===== config.mk =====
export PLATFORM = sky130hd
export DESIGN_NAME = sipo_sum_collector_flat
export DESIGN_NICKNAME = d
export VERILOG_FILES = /design/src/rtl/sipo_pkg.sv /design/src/rtl/sipo_sum_collector_if.sv /design/src/rtl/sipo_shift_core.sv /design/src/rtl/sipo_sum_collector.sv /design/src/flat_wrapper.sv
export SDC_FILE = /design/constraint.sdc
export NUM_CORES = 1
export LEC_CHECK = 0
export ABC_AREA = 1
export BUFFER_PORTS_ARGS = -buffer_cell sky130_fd_sc_hd__buf_2
export CORE_UTILIZATION = 53
export DETAILED_ROUTE_END_ITERATION = 10
export PLACE_DENSITY_LB_ADDON = 0.2
export SLEW_MARGIN = 40
export SYNTH_ARGS = -nofsm -noshare
export SYNTH_HDL_FRONTEND = slang
export SYNTH_SLANG_ARGS = --single-unit
export TNS_END_PERCENT = 30

===== constraint.sdc =====
create_clock -name clk -period 1.6 [get_ports clk]
set_input_delay 0.08 -clock clk [delete_from_list [all_inputs] [get_ports clk]]
set_output_delay 0.08 -clock clk [all_outputs]
set_load 0.01 [all_outputs]

===== src/rtl/sipo_pkg.sv =====
// rtl/sipo_pkg.sv - shared types and constants for the serial sum collector
package sipo_pkg;

  typedef enum logic [1:0] {
    IDLE,
    SHIFT,
    DONE
  } state_t;

  localparam int DEFAULT_WIDTH = 8;

  // Counter must be able to hold the value WIDTH itself
  function automatic int count_width(input int width);
    return $clog2(width + 1);
  endfunction

endpackage


===== src/rtl/sipo_sum_collector_if.sv =====
// rtl/sipo_sum_collector_if.sv - parallel result channel with valid/ready handshake
interface sipo_sum_collector_if
  import sipo_pkg::*;
#(
  parameter int WIDTH = DEFAULT_WIDTH
);

  logic [WIDTH-1:0] result;
  logic             cout;
  logic             res_valid;
  logic             res_ready;

  modport master (
    output result,
    output cout,
    output res_valid,
    input  res_ready
  );

  modport slave (
    input  result,
    input  cout,
    input  res_valid,
    output res_ready
  );

endinterface


===== src/rtl/sipo_shift_core.sv =====
// rtl/sipo_shift_core.sv - right-shifting serial-in register, new bits enter at the MSB
module sipo_shift_core
  import sipo_pkg::*;
#(
  parameter int WIDTH = DEFAULT_WIDTH
) (
  input  logic             clk,
  input  logic             rst,
  input  logic             clear,
  input  logic             shift_en,
  input  logic             bit_in,
  output logic [WIDTH-1:0] word
);

  always_ff @(posedge clk or posedge rst) begin
    if (rst) begin
      word <= '0;
    end else if (clear) begin
      word <= '0;
    end else if (shift_en) begin
      word <= {bit_in, word[WIDTH-1:1]};
    end
  end

endmodule


===== src/rtl/sipo_sum_collector.sv =====
// rtl/sipo_sum_collector.sv - collects an LSB-first sum stream and hands off word plus carry
module sipo_sum_collector
  import sipo_pkg::*;
#(
  parameter int WIDTH = DEFAULT_WIDTH
) (
  input  logic clk,
  input  logic rst,
  input  logic start,
  input  logic bit_in,
  input  logic bit_valid,
  input  logic carry_in,
  output logic busy,
  output logic overrun,
  sipo_sum_collector_if.master res
);

  localparam int            CW   = count_width(WIDTH);
  localparam logic [CW-1:0] LAST = CW'(WIDTH - 1);
  localparam logic [CW-1:0] FULL = CW'(WIDTH);

  state_t           state;
  logic [CW-1:0]    count;
  logic [WIDTH-1:0] word;
  logic [WIDTH-1:0] shifted;
  logic [WIDTH-1:0] result_q;
  logic             cout_q;
  logic             accept;
  logic             clear;
  logic             shift_en;

  assign accept   = (state == DONE) && res.res_ready;
  // start wins over a same-cycle bit, so an aborted word never keeps a stray bit
  assign clear    = start && ((state == IDLE) || (state == SHIFT) || accept);
  assign shift_en = (state == SHIFT) && bit_valid && !start;
  assign shifted  = {bit_in, word[WIDTH-1:1]};

  sipo_shift_core #(.WIDTH(WIDTH)) u_core (
    .clk      (clk),
    .rst      (rst),
    .clear    (clear),
    .shift_en (shift_en),
    .bit_in   (bit_in),
    .word     (word)
  );

  always_ff @(posedge clk or posedge rst) begin
    if (rst) begin
      state    <= IDLE;
      count    <= '0;
      overrun  <= 1'b0;
      result_q <= '0;
      cout_q   <= 1'b0;
    end else begin
      case (state)
        IDLE: begin
          if (start) begin
            state   <= SHIFT;
            count   <= '0;
            overrun <= 1'b0;
          end
        end
        SHIFT: begin
          if (start) begin
            count   <= '0;
            overrun <= 1'b0;
          end else if (bit_valid) begin
            if (count != FULL) begin
              count <= count + CW'(1);
            end
            if (count == LAST) begin
              state    <= DONE;
              result_q <= shifted;
              cout_q   <= carry_in;
            end
          end
        end
        DONE: begin
          if (bit_valid) begin
            overrun <= 1'b1;
          end
          if (res.res_ready) begin
            if (start) begin
              state   <= SHIFT;
              count   <= '0;
              overrun <= 1'b0;
            end else begin
              state <= IDLE;
            end
          end
        end
        default: state <= IDLE;
      endcase
    end
  end

  assign busy          = (state == SHIFT);
  assign res.res_valid = (state == DONE);
  assign res.result    = result_q;
  assign res.cout      = cout_q;

endmodule


===== src/flat_wrapper.sv =====
// flat-port wrapper written by rule: the top's interface ports become plain ports
module sipo_sum_collector_flat import sipo_pkg::*;
#(
  parameter int WIDTH = DEFAULT_WIDTH
)
  (clk, rst, start, bit_in, bit_valid, carry_in, busy, overrun, res_result, res_cout, res_res_valid, res_res_ready);
  sipo_sum_collector_if #(.WIDTH(WIDTH)) res_i ();
  input  logic clk;
  input  logic rst;
  input  logic start;
  input  logic bit_in;
  input  logic bit_valid;
  input  logic carry_in;
  output logic busy;
  output logic overrun;
  output wire logic [$bits(res_i.result)-1:0] res_result;
  output wire logic [$bits(res_i.cout)-1:0] res_cout;
  output wire logic [$bits(res_i.res_valid)-1:0] res_res_valid;
  input wire logic [$bits(res_i.res_ready)-1:0] res_res_ready;
  assign res_result = res_i.result;
  assign res_cout = res_i.cout;
  assign res_res_valid = res_i.res_valid;
  assign res_i.res_ready = res_res_ready;
  sipo_sum_collector #(.WIDTH(WIDTH)) u_core (.clk(clk), .rst(rst), .start(start), .bit_in(bit_in), .bit_valid(bit_valid), .carry_in(carry_in), .busy(busy), .overrun(overrun), .res(res_i));
endmodule

==> results.json <==
{
  "run_status": "finished clean",
  "finish.instance_area_mm2": 0.00124,
  "rsz0062_at_grt": "false",
  "final.period_utilization_pct": 85.3,
  "design.portCount": 19,
  "cts_root_buf": "clkbuf_4",
  "power.density_mw_per_mm2": 991,
  "clock.fmax_mhz": 733,
  "post_synth.cell_area_avg_um2": 8.77,
  "min-delay-path-class": "input pin to flop",
  "synthDistinctLibCells": 18,
  "post-route-drc-count": 0,
  "postCtsSetupRepairBufs": 0,
  "maxSlewViolCount": 0,
  "number_of_global_route_vias_before_repair": 776,
  "worst_hold_launch": "bit_in",
  "num_antenna_cells": 0,
  "worstSetupEndpointType": "flop",
  "numPlacedInstances": 166,
  "dr.pass1.iters": 5,
  "totalNegativeSetupSlack_ns": 0,
  "post_route_cells_drive_above_1_share_pct": 24.5,
  "synthDominantCellAreaShare_pct": 53.4,
  "syn_area_mm2": 0.00108,
  "place.gp.congestion": 0.815,
  "critPathRequiredTime_ns": 1.81,
  "grt_start_max_net_pins": 24,
  "power.leakage_nw": 0.676,
  "post-route-min-period_ns": 1.36,
  "core_area_mm2": 0.00182,
  "largest_family_of_logic_cells_by_synthesized_area": "simple AND/OR/NAND/NOR gates",
  "vdd_drop_max_uv": 680,
  "clk_transition_reported_paths_ns": 0.12,
  "clock_latency_ns": 0.30,
  "die_h_um": 47.1,
  "synth_seq_cells": 23,
  "fp.dieW_um": 47.1,
  "cts.path.max_buffers": 2,
  "yosysSeqAreaShare_pct": 53.4,
  "wire_length_of_the_first_global_routing_pass_um": 3110,
  "cts_buffers": 3,
  "clock_skew_ns": 0.00176,
  "synthMuxAreaShare_pct": 0,
  "final-setup-viol-count": 0,
  "count_of_buffers_inserted_at_the_top_level_ports": 18,
  "final-instance-count-excl-fill": 172,
  "synth_fa_ha_area_share_pct": 2.32,
  "syn_inst": 123,
  "worst_margin_pin_slew_ns": 0.273,
  "final_core_util_pct": 68.2,
  "htreeDepth": 1,
  "met1_usage_pct": 25.9,
  "max_cap_violations": 0,
  "fraction_of_the_mapped_netlist_area_in_compound_gates_pct": 11.9,
  "yosysTopAreaCell": "dfrtp_1",
  "crit_arrival_ns": 1.57,
  "via_count": 869,
  "crit-reg2reg-launch": "u_core.count[0]",
  "globalRoute.totalOverflow": 0,
  "parity_gate_share_of_the_synthesized_area_counting_xor_and_xnor_cells_pct": 0.812,
  "synth_fp_nets": 132,
  "floorplan.die_area_mm2": 0.00222,
  "dr_vias_cell": 5.05,
  "global_route.peak_usage_layer": "met2",
  "crit_fanout": 18,
  "start_util_pct": 59.2,
  "yosys_warnings": 0,
  "postRouteWirelength_um": 1930,
  "most_common_cell_after_layout_fill_and_taps_aside": "nand2_1",
  "final_net_count": 157,
  "tritoncts": "yes",
  "detailed_place_hpwl_um": 1450,
  "timing.slew.headroom_pct": 81.8,
  "grt_antenna_before_repair": 0,
  "dpl-instance-area_mm2": 0.00120,
  "met3_global_route_usage_pct": 6.15,
  "path_class": "flop to flop",
  "crit_start": "u_core.count[0]",
  "area_growth_pct": 15.2,
  "synth_simple_gate_area_share_pct": 22.9,
  "most_area_consuming_cells_after_synthesis": "dfrtp_1, nand2_1, inv_1",
  "setup.worst_path.start_class": "flop",
  "gr-usage-met2_pct": 33.3,
  "row_count": 15,
  "detail_route.wl_per_cell_um": 11.2,
  "hold_viol": 0,
  "initialDrtViolationCount": 15,
  "antenna_left": 0,
  "mostFrequentLayoutCells": "nand2_1, dfrtp_1, inv_1",
  "track_usage_pct": 20.0,
  "clock_sinks": 23
}
path summary, 6_finish.rpt:
kind                                         end  cells past startpoint  slack [ns]
max in group asynchronous  u_core.u_core.word[2]                      4        1.05
min in group asynchronous        u_core.count[0]                      4        0.34
max reg2reg                 u_core.res.result[7]                      6        0.24
min                         u_core.res.result[7]                      3        0.03
min reg2reg                 u_core.res.result[6]                      2        0.49
max                         u_core.res.result[7]                      6        0.24
layout make-up:
type                    instances  area [um2]
flip-flops and latches         23         576
repair buffers                 21         118
well taps                      25        31.3
fillers                       146         578
multi-input cells              77         409
inverters                      22        82.6
clock buffers                   4        26.3
metrics by stage:
step / worst slack, ns / power, mW / hold WS, ns
floorplan: 0.349 / 0.896 / 0.0819
global placement: 0.322 / 0.965 / 0.127
detailed placement: 0.240 / 0.978 / 0.137
CTS: 0.221 / 1.24 / 0.0281
global route: 0.138 / 1.32 / 0.0259
finish: 0.235 / 1.23 / 0.0282
synth_stat cells, drive strengths merged:
cell,instances
nand2,39
dfrtp,23
inv,22
o21ai,10
nand3,9
nor2,7
o22ai,7
ha,2
a21oi,1
buf,1
nand4,1
xnor2,1
timing repair:
action,CTS,global route
resized for setup,0,0
hold buffers,2,0
endpoints found under the hold margin,24,0
sequential cells by signal, summed over array words and instances, names as in the netlist:
| signal | count |
|---|---|
| u_core.count | 4 |
| u_core.overrun | 1 |
| u_core.res.cout | 1 |
| u_core.res.result | 8 |
| u_core.state | 2 |
| u_core.u_core.word | 7 |
cell families (layout without fill, tap and decap cells):
| kind of cell | Yosys count | in the layout |
|---|---|---|
| xor+xnor | 1 | 1 |
| buf+inv | 23 | 47 |
| flops | 23 | 23 |
| fa+ha+maj | 2 | 2 |
| simple gates | 56 | 56 |
| compound gates | 18 | 18 |
power breakdown:
part	switching (mW)	internal, mW	total [mW]
sequential	0.0517	0.631	0.682
clock	0.164	0.0972	0.261
combinational	0.189	0.0996	0.289
routing by layer:
metal	vias up	wire length [um]
met5	-	0
met4	0	8
met3	2	95
met2	26	880
met1	401	941
li1	440	-
critical path, stage by stage (launching register included):
cell     delay (ns)
dfrtp_1        0.45
ha_1           0.21
nand2_1        0.10
nor2_4         0.16
nand2_4        0.16
nand2_1        0.12
o21ai_2        0.05
(Power assumes the default switching activity.)
